### config.mk
export PLATFORM = sky130hd
export DESIGN_NAME = spi_mult4x4
export DESIGN_NICKNAME = d
export VERILOG_FILES = /design/src/rtl/spi_mult4x4.sv
export SDC_FILE = /design/constraint.sdc
export NUM_CORES = 1
export LEC_CHECK = 0
export ABC_AREA = 1
export CAP_MARGIN = 10
export CORE_MARGIN = 4
export CORE_UTILIZATION = 60
export DETAILED_ROUTE_END_ITERATION = 10
export GPL_TIMING_DRIVEN = 0
export PLACE_DENSITY = 0.78
export SYNTH_ARGS = -nofsm -noshare
export SYNTH_HDL_FRONTEND = slang
export SYNTH_SLANG_ARGS = --single-unit
### constraint.sdc
create_clock -name CLK -period 2.4 [get_ports CLK]
set_clock_uncertainty 0.2 [all_clocks]
set_input_delay 0.48 -clock CLK [delete_from_list [all_inputs] [get_ports CLK]]
set_output_delay 0.48 -clock CLK [all_outputs]
set_load 0.01 [all_outputs]
### src/rtl/spi_mult4x4.sv
// Purpose : SPI-style slave that receives A then B (MSB first), multiplies them with a
//           sequential shift-add, then shifts the 2*WIDTH-bit product out on MISO.
// Latency : WIDTH+1 CLK compute; first product bit driven on the (TURNAROUND+1)-th SCLK
//           fall after the last received rise. Backpressure: none, the master owns SCLK.
//
// Ports:
//   CLK   system clock (at least 8x SCLK)
//   RST   synchronous active-high reset, highest priority
//   SCLK  serial clock from master, asynchronous
//   CS    chip select, active-high, asynchronous; deassertion aborts any transaction
//   MOSI  serial data in, sampled on qualified SCLK rises in RECV only
//   MISO  serial data out, registered, changes only on qualified SCLK falls
module spi_mult4x4 #(
    parameter int WIDTH       = 4,
    parameter int TURNAROUND  = 4,
    parameter int SYNC_STAGES = 2
) (
    input  logic CLK,
    input  logic RST,
    input  logic SCLK,
    input  logic CS,
    input  logic MOSI,
    output logic MISO
);

    localparam int PW = 2 * WIDTH;
    localparam int CW = $clog2(PW + 1);
    localparam int TW = $clog2(TURNAROUND + 1) + 1;

    localparam logic [CW-1:0] CNT_ONE   = CW'(1);
    localparam logic [CW-1:0] RECV_LAST = CW'(PW - 1);
    localparam logic [CW-1:0] COMP_LAST = CW'(WIDTH);
    localparam logic [CW-1:0] SEND_LAST = CW'(PW);
    localparam logic [TW-1:0] TA_ONE    = TW'(1);
    localparam logic [TW-1:0] TA_DONE   = TW'(TURNAROUND);

    typedef enum logic [2:0] {
        S_IDLE,
        S_RECV,
        S_COMPUTE,
        S_WAIT,
        S_SEND,
        S_DONE
    } state_t;

    // ------------------------------------------------------------------
    // Input synchronizers and edge detection
    // ------------------------------------------------------------------
    logic [SYNC_STAGES-1:0] sclk_sync_q;
    logic [SYNC_STAGES-1:0] cs_sync_q;
    logic [SYNC_STAGES-1:0] mosi_sync_q;
    logic                   sclk_prev_q;
    logic                   cs_prev_q;

    always_ff @(posedge CLK) begin
        if (RST) begin
            sclk_sync_q <= '0;
            cs_sync_q   <= '0;
            mosi_sync_q <= '0;
            sclk_prev_q <= 1'b0;
            cs_prev_q   <= 1'b0;
        end else begin
            sclk_sync_q <= {sclk_sync_q[SYNC_STAGES-2:0], SCLK};
            cs_sync_q   <= {cs_sync_q[SYNC_STAGES-2:0], CS};
            mosi_sync_q <= {mosi_sync_q[SYNC_STAGES-2:0], MOSI};
            sclk_prev_q <= sclk_sync_q[SYNC_STAGES-1];
            cs_prev_q   <= cs_sync_q[SYNC_STAGES-1];
        end
    end

    logic sclk_s;
    logic cs_s;
    logic mosi_s;
    logic edge_en;
    logic q_rise;
    logic q_fall;
    logic cs_start;

    assign sclk_s   = sclk_sync_q[SYNC_STAGES-1];
    assign cs_s     = cs_sync_q[SYNC_STAGES-1];
    assign mosi_s   = mosi_sync_q[SYNC_STAGES-1];
    // An edge only counts once CS has been seen high for a full CLK, so an SCLK
    // rise arriving together with CS assertion is dropped.
    assign edge_en  = cs_s & cs_prev_q;
    assign q_rise   = edge_en & sclk_s & ~sclk_prev_q;
    assign q_fall   = edge_en & ~sclk_s & sclk_prev_q;
    assign cs_start = cs_s & ~cs_prev_q;

    // ------------------------------------------------------------------
    // Transaction FSM and datapath
    // ------------------------------------------------------------------
    state_t          state_q, state_d;
    logic [CW-1:0]   bit_cnt_q, bit_cnt_d;  // RECV bits, COMPUTE steps, SEND bits
    logic [TW-1:0]   ta_cnt_q, ta_cnt_d;    // turnaround falls seen, saturating
    logic [PW-1:0]   shift_q, shift_d;      // {A, B}; B half shifts left while multiplying
    logic [PW-1:0]   prod_q, prod_d;        // accumulator, then output shift register
    logic            miso_q, miso_d;

    logic [PW-1:0]   partial;

    // MSB-first shift-add: the current multiplier bit is always shift_q[WIDTH-1].
    assign partial = shift_q[WIDTH-1] ? {{WIDTH{1'b0}}, shift_q[PW-1:WIDTH]} : '0;

    always_comb begin
        state_d   = state_q;
        bit_cnt_d = bit_cnt_q;
        ta_cnt_d  = ta_cnt_q;
        shift_d   = shift_q;
        prod_d    = prod_q;
        miso_d    = 1'b0;

        if (state_q != S_IDLE && !cs_s) begin
            // CS dropped: abandon whatever was in flight.
            state_d   = S_IDLE;
            bit_cnt_d = '0;
            ta_cnt_d  = '0;
        end else begin
            unique case (state_q)
                S_IDLE: begin
                    if (cs_start) begin
                        state_d   = S_RECV;
                        bit_cnt_d = '0;
                        ta_cnt_d  = '0;
                        shift_d   = '0;
                    end
                end

                S_RECV: begin
                    if (q_rise) begin
                        shift_d = {shift_q[PW-2:0], mosi_s};
                        if (bit_cnt_q == RECV_LAST) begin
                            state_d   = S_COMPUTE;
                            bit_cnt_d = '0;
                            prod_d    = '0;
                        end else begin
                            bit_cnt_d = bit_cnt_q + CNT_ONE;
                        end
                    end
                end

                S_COMPUTE: begin
                    // The master keeps clocking during compute, so turnaround falls
                    // are already being counted here.
                    if (q_fall && ta_cnt_q != TA_DONE) begin
                        ta_cnt_d = ta_cnt_q + TA_ONE;
                    end
                    if (bit_cnt_q == COMP_LAST) begin
                        state_d   = S_WAIT;
                        bit_cnt_d = '0;
                    end else begin
                        prod_d    = {prod_q[PW-2:0], 1'b0} + partial;
                        shift_d   = {shift_q[PW-1:WIDTH], shift_q[WIDTH-2:0], 1'b0};
                        bit_cnt_d = bit_cnt_q + CNT_ONE;
                    end
                end

                S_WAIT: begin
                    if (ta_cnt_q == TA_DONE) begin
                        state_d = S_SEND;
                    end else if (q_fall) begin
                        ta_cnt_d = ta_cnt_q + TA_ONE;
                    end
                end

                S_SEND: begin
                    miso_d = miso_q;
                    if (q_fall) begin
                        if (bit_cnt_q == SEND_LAST) begin
                            // Last bit has been held for a full SCLK period.
                            miso_d  = 1'b0;
                            state_d = S_DONE;
                        end else begin
                            miso_d    = prod_q[PW-1];
                            prod_d    = {prod_q[PW-2:0], 1'b0};
                            bit_cnt_d = bit_cnt_q + CNT_ONE;
                        end
                    end
                end

                S_DONE: begin
                    // Wait for CS to drop; handled by the abort path above.
                end

                default: begin
                    state_d = S_IDLE;
                end
            endcase
        end
    end

    always_ff @(posedge CLK) begin
        if (RST) begin
            state_q   <= S_IDLE;
            bit_cnt_q <= '0;
            ta_cnt_q  <= '0;
            shift_q   <= '0;
            prod_q    <= '0;
            miso_q    <= 1'b0;
        end else begin
            state_q   <= state_d;
            bit_cnt_q <= bit_cnt_d;
            ta_cnt_q  <= ta_cnt_d;
            shift_q   <= shift_d;
            prod_q    <= prod_d;
            miso_q    <= miso_d;
        end
    end

    assign MISO = miso_q;

endmodule

==> results_dict.tcl, run 1 <==
set metrics [dict create \
    outcome "finished, final reports clean" \
    slowest_stage "dfxtp_2" \
    yosysWarnings 0 \
    cp.arrival_ns 2.20 \
    tightest_slew_ns 0.406 \
    p_int_mw 1.46 \
    initial_utilization_pct 63.8 \
    worst-path-max-fanout 6 \
    setup_viol 0 \
    syn_to_final_growth_pct 7.34 \
    fmax_mhz 465 \
    mappedNetlistArea_um2 2180 \
    vias_per_cell 5.04 \
    cts.htree.levels 2 \
    final_nets 354 \
    grt_usage_pct 20.9 \
    grt_max_degree 14 \
    synth_nets 343 \
    end_kind "register" \
    via_count 1956 \
    drive_gt1_share_pct 11.7 \
    ant_nets 0 \
    cts_buffers 5 \
    clock-root-buffer "clkbuf_4" \
    fp.coreArea_um2 3420 \
    cap_viol_max_count 0 \
    rows 21 \
    p_leak_nw 1.09 \
    hp-class "register to register" \
    ys_seq_elements 36 \
    report.final.slew_viol_count 0 \
    power.share.combinational_pct 59.6 \
    syn_inst 330 \
    fp.dieH_um 68.3 \
    post_cts_buffers 0 \
    grt-ovfl-total 0 \
    power_density_nw_per_um2 1280 \
    cp_top_family "adder cells" \
    path_cells "nand2_1 > inv_1 > ha_1 > inv_1 > fa_1 > inv_1 > nand2_1 > a21oi_1 > nand3_1 > nand2_1 > nor2_1 > nor2_1 > nor2_1" \
    power.switching_mw 1.53 \
    antenna_found_initial 0 \
    cts_tree "yes" \
    routedWlPerCell_um 10.8 \
    clkSlewWorstSetupHoldPaths_ns 0.12 \
    swShare_pct 51.1 \
    holdBufCountCts 0 \
    fin_setup_tns_ns 0 \
    cts.sinks 36 \
    finalCritPeriodShare_pct 89.5 \
    p_clk_share_pct 11.1 \
    dp_hpwl_um 3160 \
    crit_buf_inv 3 \
    critPathMaxStageDelay_ns 0.40 \
    final_hold_viol_count 0 \
    rsz0062_at_grt "no" \
    drt_pass1_iterations 4 \
    place.gp.congestion 0.891 \
    grt_pass1_vias 1730 \
    post-route-drc-count 0 \
    pin_count 6 \
    die_area_um2 4660 \
    io_buffer_count 4 \
    power_mw 2.99 \
    p_seq_share_pct 29.4 \
    ys_seq_area_share_pct 33.0 \
    postSynthAreaPerCell_um2 6.61 \
    drt-total-wl_um 4210 \
    detail_route.iter0.violations 78 \
    critPathLaunchType "register" \
    ir_worst_vdd_v 0.000550 \
    finalCriticalPeriod_ns 2.15 \
    dieWidth_um 68.3 \
    worst_skew_pair.late_latency_ns 0.35 \
    clk_path_buf_depth 2 \
    diodes 0 \
    ys_types 30 \
    slew_headroom_pct 72.8 \
    cp_data_required_time_ns 2.45 \
    grt_pass1_wl_um 7310 \
    crit_type "register to register" \
]
## cells by family (layout without fill, tap and decap cells)
group / after synthesis / count (layout) / share of synthesized area, %
flip-flops: 36 / 36 / 33.0
AND/OR/NAND/NOR: 196 / 196 / 42.0
adder cells (fa/ha/maj): 8 / 8 / 4.93
AO/OA/AOI/OAI: 34 / 34 / 8.72
XOR/XNOR: 4 / 4 / 1.61
buffers and inverters: 52 / 64 / 9.70
## flip-flops by register name, indices dropped and copies added (netlist names)
register     count
prod_q           8
shift_q          8
bit_cnt_q        4
ta_cnt_q         4
state_q          3
cs_sync_q        2
mosi_sync_q      2
sclk_sync_q      2
MISO             1
cs_prev_q        1
sclk_prev_q      1
## worst register-to-register path: cells and delay by family (launching register included)
family	cells	cell delay, ns
AO/OA/AOI/OAI	1	0.23
AND/OR/NAND/NOR	7	0.48
flip-flops	1	0.40
adder cells (fa/ha/maj)	2	0.56
buffers and inverters	3	0.18
## cells in the final DEF, fill, tap and decap left out
cell type,instances
nand2_1,79
nor2_1,57
inv_1,40
dfxtp_1,35
nand3_1,31
a21oi_1,19
o21ai_0,7
ha_1,7
inv_2,6
nor2_4,5
nand2_2,5
nand2_4,5
nand4_1,5
clkbuf_4,5
clkdlybuf4s50_1,4
nand3b_1,3
xor2_1,3
o21bai_1,3
buf_6,2
nor2_2,2
o21ai_2,2
clkbuf_1,2
o22ai_1,2
clkinvlp_4,2
or2_2,1
buf_2,1
clkinv_1,1
nor2_8,1
o211ai_1,1
and2_1,1
and3_2,1
xnor2_1,1
fa_1,1
clkinv_4,1
dfxtp_2,1
## area by class of cell
| cell class | count | area [um2] |
|---|---|---|
| fill | 319 | 1070 |
| clock inverter | 3 | 23.8 |
| buffer | 5 | 35.0 |
| inverter | 47 | 176 |
| tap | 46 | 57.6 |
| multi-input combinational | 242 | 1250 |
| timing repair buffer | 4 | 40.0 |
| sequential | 36 | 722 |
| clock buffer | 5 | 37.5 |
## cell usage after synthesis
cell type | number | area share [%]
nand2_1 | 79 | 14
nor2_1 | 57 | 9.8
inv_1 | 40 | 6.9
dfxtp_1 | 36 | 33
nand3_1 | 31 | 7.1
a21oi_1 | 19 | 4.4
ha_1 | 7 | 4.0
o21ai_0 | 7 | 1.6
inv_2 | 6 | 1.0
nand2_2 | 5 | 1.4
nand2_4 | 5 | 2.6
nand4_1 | 5 | 1.4
nor2_4 | 5 | 2.6
nand3b_1 | 3 | 1.0
o21bai_1 | 3 | 1.0
xor2_1 | 3 | 1.2
buf_6 | 2 | 1.0
clkbuf_1 | 2 | 0.34
nor2_2 | 2 | 0.57
o21ai_2 | 2 | 0.80
o22ai_1 | 2 | 0.57
and2_1 | 1 | 0.29
and3_2 | 1 | 0.34
buf_2 | 1 | 0.23
clkinv_1 | 1 | 0.17
fa_1 | 1 | 0.92
nor2_8 | 1 | 0.92
o211ai_1 | 1 | 0.34
or2_2 | 1 | 0.29
xnor2_1 | 1 | 0.40
## power by group through the flow
stage	Combinational (mW)	Clock [mW]	Sequential [mW]
4_1_cts	1.78	0.347	0.874
3_3_place_gp	1.75	0	0.883
6_report	1.78	0.332	0.877
3_5_place_dp	1.77	0	0.888
5_1_grt	2.04	0.382	0.897
2_1_floorplan	1.48	0	0.860
## path summary, 6_finish.rpt
kind                  start        endpoint  slack [ns]  cells after the start
min reg2reg  mosi_sync_q[0]  mosi_sync_q[1]        0.21                      2
max              shift_q[3]       prod_q[7]        0.25                     13
max reg2reg      shift_q[3]       prod_q[7]        0.25                     13
min          mosi_sync_q[0]  mosi_sync_q[1]        0.21                      2
## metal layers
metal  part of all wire (%)  track usage, %
met1                     49            26.0
met2                     45            33.1
met3                    4.3            6.24
met4                    1.6            9.18
met5                      0               0
## timing repair
action                                 CTS  global route
setup endpoints to repair                0             1
endpoints found under the hold margin    0             0
resized for setup                        0             1
## through the flow
step,utilization [%],setup slack (ns),std cells,hold WS (ns),cell area [um2]
detailed placement,66.7,0.220,380,0.196,2280
CTS,68.5,0.184,388,0.213,2340
floorplan,-,0.438,330,0.188,2180
global route,68.5,0.0724,388,0.220,2340
global placement,66.7,0.232,380,0.189,2280
finish,68.5,0.251,388,0.212,2340
Note: power is estimated with default switching activity, not from simulation.
==> run 2: changes to the inputs <==
- ABC_CLOCK_PERIOD_IN_PS: default -> 2400
==> results of run 2 <==
The final DEF is identical to that of run 1; final timing and power are the same.
